[config.mk]
export PLATFORM = sky130hd
export DESIGN_NAME = cla_seq_divider
export DESIGN_NICKNAME = d
export VERILOG_FILES = /design/src/rtl/cla_seq_divider.sv
export SDC_FILE = /design/constraint.sdc
export NUM_CORES = 1
export LEC_CHECK = 0
export BUFFER_PORTS_ARGS = -buffer_cell sky130_fd_sc_hd__buf_4
export CAP_MARGIN = 20
export CORE_MARGIN = 3
export CORE_UTILIZATION = 40
export CTS_BUF_LIST = sky130_fd_sc_hd__clkbuf_4
export DETAILED_ROUTE_END_ITERATION = 6
export SKIP_LAST_GASP = 1
export SYNTH_ARGS = -nofsm -noshare
export SYNTH_HDL_FRONTEND = slang
export SYNTH_SLANG_ARGS = --single-unit
[constraint.sdc]
create_clock -name clk -period 4.75 [get_ports clk]
set_input_delay 0.2375 -clock clk [delete_from_list [all_inputs] [get_ports clk]]
set_output_delay 0.2375 -clock clk [all_outputs]
set_load 0.005 [all_outputs]
[src/rtl/cla_seq_divider.sv]
// rtl/cla_seq_divider.sv - unsigned restoring divider, one quotient bit per clock on a cla_4b subtract chain
// Optional build macro: CLA_SEQ_DIVIDER_ABORT_EN adds an abort input that cancels a running division.

module cla_4b (
   input  logic [3:0] a_i,
   input  logic [3:0] b_i,
   input  logic       c_i,
   output logic [3:0] s_o,
   output logic       c_o
);
   logic [3:0] g, p;
   logic [4:0] c;

   assign g = a_i & b_i;
   assign p = a_i ^ b_i;
   assign c[0] = c_i;
   assign c[1] = g[0] | (p[0] & c_i);
   assign c[2] = g[1] | (p[1] & g[0]) | (p[1] & p[0] & c_i);
   assign c[3] = g[2] | (p[2] & g[1]) | (p[2] & p[1] & g[0]) | (p[2] & p[1] & p[0] & c_i);
   assign c[4] = g[3] | (p[3] & g[2]) | (p[3] & p[2] & g[1]) | (p[3] & p[2] & p[1] & g[0])
               | (p[3] & p[2] & p[1] & p[0] & c_i);
   assign s_o = p ^ c[3:0];
   assign c_o = c[4];
endmodule

module cla_seq_divider #(
   parameter int WIDTH = 8
) (
   input  logic             clk,
   input  logic             rst,
   input  logic             start,
`ifdef CLA_SEQ_DIVIDER_ABORT_EN
   input  logic             abort,
`endif
   input  logic [WIDTH-1:0] dividend,
   input  logic [WIDTH-1:0] divisor,
   output logic             busy,
   output logic             done,
   output logic [WIDTH-1:0] quotient,
   output logic [WIDTH-1:0] remainder,
   output logic             div_by_zero
);
   localparam int NB = WIDTH / 4;
   localparam int CW = (WIDTH > 2) ? $clog2(WIDTH) : 1;

   typedef enum logic [1:0] {IDLE, CALC, FIN} state_t;

   state_t           state_q, state_d;
   logic [CW-1:0]    cnt_q, cnt_d;
   logic [WIDTH-1:0] dvd_q, dvd_d, dvs_q, dvs_d, r_q, r_d, qw_q, qw_d;
   logic [WIDTH-1:0] quo_q, quo_d, rem_q, rem_d;
   logic             dz_q, dz_d;

   logic [WIDTH-1:0] s_low, diff, r_next;
   logic [NB:0]      carry;
   logic             success;

   // Low WIDTH bits of {R, next dividend bit}; the dropped bit is r_q[WIDTH-1].
   assign s_low    = {r_q[WIDTH-2:0], dvd_q[WIDTH-1]};
   assign carry[0] = 1'b1;

   for (genvar i = 0; i < NB; i++) begin : g_cla
      cla_4b u_cla (
         .a_i(s_low[4*i +: 4]),
         .b_i(~dvs_q[4*i +: 4]),
         .c_i(carry[i]),
         .s_o(diff[4*i +: 4]),
         .c_o(carry[i+1])
      );
   end

   assign success = r_q[WIDTH-1] | carry[NB];
   assign r_next  = success ? diff : s_low;

   always_comb begin
      state_d = state_q;
      cnt_d   = cnt_q;
      dvd_d   = dvd_q;
      dvs_d   = dvs_q;
      r_d     = r_q;
      qw_d    = qw_q;
      quo_d   = quo_q;
      rem_d   = rem_q;
      dz_d    = dz_q;
      case (state_q)
         IDLE: begin
            if (start) begin
               if (divisor != '0) begin
                  dvd_d   = dividend;
                  dvs_d   = divisor;
                  r_d     = '0;
                  qw_d    = '0;
                  cnt_d   = CW'(WIDTH - 1);
                  dz_d    = 1'b0;
                  state_d = CALC;
               end else begin
                  quo_d   = '1;
                  rem_d   = dividend;
                  dz_d    = 1'b1;
                  state_d = FIN;
               end
            end
         end
         CALC: begin
`ifdef CLA_SEQ_DIVIDER_ABORT_EN
            if (abort) begin
               state_d = IDLE;
            end else begin
`else
            begin
`endif
               r_d   = r_next;
               qw_d  = {qw_q[WIDTH-2:0], success};
               dvd_d = dvd_q << 1;
               cnt_d = cnt_q - 1'b1;
               if (cnt_q == '0) begin
                  quo_d   = {qw_q[WIDTH-2:0], success};
                  rem_d   = r_next;
                  state_d = FIN;
               end
            end
         end
         FIN:     state_d = IDLE;
         default: state_d = IDLE;
      endcase
   end

   always_ff @(posedge clk) begin
      if (rst) begin
         state_q <= IDLE;
         cnt_q   <= '0;
         dvd_q   <= '0;
         dvs_q   <= '0;
         r_q     <= '0;
         qw_q    <= '0;
         quo_q   <= '0;
         rem_q   <= '0;
         dz_q    <= 1'b0;
      end else begin
         state_q <= state_d;
         cnt_q   <= cnt_d;
         dvd_q   <= dvd_d;
         dvs_q   <= dvs_d;
         r_q     <= r_d;
         qw_q    <= qw_d;
         quo_q   <= quo_d;
         rem_q   <= rem_d;
         dz_q    <= dz_d;
      end
   end

   assign busy        = (state_q == CALC);
   assign done        = (state_q == FIN);
   assign quotient    = quo_q;
   assign remainder   = rem_q;
   assign div_by_zero = dz_q;
endmodule

==> summary.txt <==
Drt
  • Initial DRT Pass Iterations: 5
  • Antenna-violating nets left: 0
  • DRC viols: 0
  • Starting DRT DRC Count: 145
  • DR vias: 2121
  • Mean number of vias per cell: 5.495
  • Routed WL per cell: 15.34 µm
  • Total wire length: 5923 µm

Synthesis
  • Ys flop type: dfxtp_1
  • Warnings, synthesis: 0
  • Top cells by area, synth: dfxtp_1 (43%), ha_1 (5.6%), nor2_1 (5.0%)
  • Largest family of logic cells by synthesized area: compound AO/OA/AOI/OAI gates
  • Avg Inst Size Synth: 8.781 µm²
  • Synth area leader: dfxtp_1
  • Most common cell in the netlist: dfxtp_1
  • #FFs+latches synth: 53
  • Top cells by count, synth: dfxtp_1 (53), nor2_1 (33), nand2_1 (28)
  • Post-synthesis xor/xnor area fraction: 1.425%
  • Simple-gate share of the synthesized area: 18.93%
  • Post-synth EDFFs: 0
  • Syn Inst Count: 280
  • Synth unique cells: 54
  • Synth Net Count: 311
  • Synth async-reset ratio: 0%
  • Compound-Gate Fraction of Synth Area: 22.29%
  • Seq/Total Area, Yosys: 43.16%
  • Top cell type's share of synthesized area: 43.16%
  • Adder-Cell Fraction of Synth Area: 6.412%
  • Mux cell area share after synthesis: 2.697%
  • Synth Cell Area: 0.002459 mm²

Critical path
  • Slowest stage cell on the critical path: dfxtp_1
  • Critical path class: flip-flop to flip-flop
  • Worst setup EP type: flip-flop
  • Buf/Inv on CP: 2
  • Crit path max fanout: 7
  • CP dominant cell by count: inv_1
  • Crit-path cells: inv_1 > ha_1 > o21a_1 > o22ai_4 > inv_1 > fa_1 > xor2_1 > nand2_1 > mux2_4 > a211oi_1
  • Crit path DAT: 2980 ps
  • Slowest stage delay, CP: 420 ps
  • CP Launch Type: flip-flop
  • Worst Path Required: 5070 ps
  • CP delay by family, top: adder cells

Worst hold path
  • Hold Path Class: primary input to flip-flop

Place
  • Pre-CTS WS: 2121 ps
  • Final HPWL DP: 4254 µm
  • GP Congestion: 0.8740
  • # port buffers: 37

Status
  • Status: completed

Power and ir drop
  • Max VDD drop: 162.4 µV
  • P_leak: 1.146 nW
  • Pwr/cell area: 368.9 mW/mm²

Global routing
  • GR Util met2: 24.32%
  • Vias in the first global route: 1929
  • Met1 GRT Util: 24.70%
  • Initial antenna violation count: 0
  • Busiest grt layer: met1
  • Met3 usage: 3.533%
  • GRT Total Usage: 16.74%
  • First-pass GRT wire length: 9742 µm
  • Largest net degree at the start of global routing: 51
  • GRT overflow: 0

STA
  • Clock Skews: 23.21 ps
  • Rel. slew slack: 52.43%
  • Max-slew violation count: 0
  • Slew @ Worst Pin: 704.4 ps
  • Peak Freq: 376.1 MHz
  • Endpoints failing setup: 0
  • Tmin final: 2659 ps
  • Final period util: 55.97%
  • Accumulated negative setup slack: 0 ps
  • Final worst setup slack: 2091 ps
  • RSZ-0062 raised after global routing: no
  • Final Hold Viols: 0

Floorplan
  • # IOs: 38
  • Die X: 84.40 µm
  • # rows: 27
  • Die area: 0.007123 mm²
  • Total core area: 0.005709 mm²
  • Initial Util: 43.06%
  • DIE HEIGHT: 84.40 µm

Clock network
  • Post-CTS Setup Bufs: 0
  • Root buffer cell: clkbuf_4
  • Cts bufs inserted: 5
  • Hold Buf Count CTS: 0
  • H-Tree Depth: 2
  • Worst-path clk slew: 170 ps
  • Clock latency at the later pin of the worst-skew pair: 390 ps
  • Max clock buf depth: 2
  • Post-CTS sizing: 0
  • Clock Sink Count: 53
  • CTS tree: built

Finish
  • # diodes: 0
  • Final #Nets: 344
  • Fraction of layout cells with a size suffix above 1: 18.79%
  • Layout Area Growth over Synthesis: 15.98%

Job
  • Max-Cap Viols: 0
## worst paths after layout
| check | from | end | slack (ps) | cells past startpoint |
|---|---|---|---|---|
| worst max-delay path | dvd_q[7]$_SDFFE_PP0P_ | remainder[5]$_SDFFE_PP0P_ | 2090 | 10 |
| worst min-delay path | divisor[3] | dvs_q[3]$_SDFFE_PP0P_ | 90 | 3 |
| worst max register to register | dvd_q[7]$_SDFFE_PP0P_ | remainder[5]$_SDFFE_PP0P_ | 2090 | 10 |
| worst min register to register | dvs_q[4]$_SDFFE_PP0P_ | dvs_q[4]$_SDFFE_PP0P_ | 470 | 2 |
## final cells by class
class | instances | area [µm²]
multi-input cells | 195 | 1272
fillers | 563 | 2858
repair buffers | 40 | 297.8
well taps | 72 | 90.09
clock buffers | 5 | 37.54
clock inverters | 3 | 25.02
inverters | 18 | 67.56
flip-flops and latches | 53 | 1061
## registers in the layout (all words and copies together), names as in the netlist
name / count
div_by_zero: 1
dvs_q: 8
remainder: 8
cnt_q: 3
qw_q: 7
state_q: 2
quotient: 8
dvd_q: 8
r_q: 8
## worst reg2reg max path, cell delays in order (launching register included)
cell	delay, ps
dfxtp_1	420
inv_1	100
ha_1	340
o21a_1	250
o22ai_4	300
inv_1	130
fa_1	420
xor2_1	140
nand2_1	70
mux2_4	270
a211oi_1	180
## layout by cell type, fill, tap and decap left out, types with 2 or more instances in the layout
| cell type | count |
|---|---|
| mux2i_1 | 4 |
| o21a_1 | 2 |
| o2bb2ai_1 | 6 |
| nor2_1 | 33 |
| a31oi_1 | 2 |
| o22ai_1 | 6 |
| inv_1 | 18 |
| ha_1 | 11 |
| a21oi_1 | 19 |
| and3_1 | 5 |
| a222oi_1 | 7 |
| buf_4 | 39 |
| xnor2_1 | 2 |
| nand3_1 | 3 |
| a22oi_1 | 8 |
| a221oi_1 | 2 |
| nand2_1 | 28 |
| o21ai_0 | 4 |
| a211oi_1 | 2 |
| dfxtp_1 | 53 |
| nor4_1 | 2 |
| clkbuf_4 | 5 |
| xor2_1 | 2 |
| nor3_1 | 18 |
## cell families (layout without fill, tap and decap cells)
| kind of cell | count (synthesis) | count (layout) |
|---|---|---|
| simple gates | 100 | 100 |
| buf+inv | 32 | 66 |
| fa+ha+maj | 12 | 12 |
| compound gates | 73 | 73 |
| mux | 6 | 6 |
| xor+xnor | 4 | 4 |
| flops | 53 | 53 |
## stage by stage
| step | util (%) | instance area [µm²] | hold slack [ps] | instances | total power [mW] |
|---|---|---|---|---|---|
| finish | 49.95 | 2851 | 86.81 | 386 | 1.052 |
| global route | 49.95 | 2851 | 79.41 | 386 | 1.118 |
| CTS | 49.86 | 2846 | 71.52 | 385 | 1.059 |
| detailed placement | 48.76 | 2784 | 446.9 | 377 | 0.8417 |
| global placement | 48.76 | 2784 | 443.9 | 377 | 0.8390 |
| floorplan | - | 2459 | 373.5 | 280 | 0.7490 |
## metal layers
metal | up-vias | wire, µm
met5 | - | 0
met4 | 0 | 113
met2 | 55 | 2445
met3 | 9 | 342
met1 | 976 | 3021
li1 | 1081 | -
## report_power, final
group          total [mW]  internal, mW  switching (mW)
combinational       0.337         0.144           0.192
clock               0.217        0.0608           0.156
sequential          0.498         0.478          0.0206
Power figures use the tool's default switching activity.
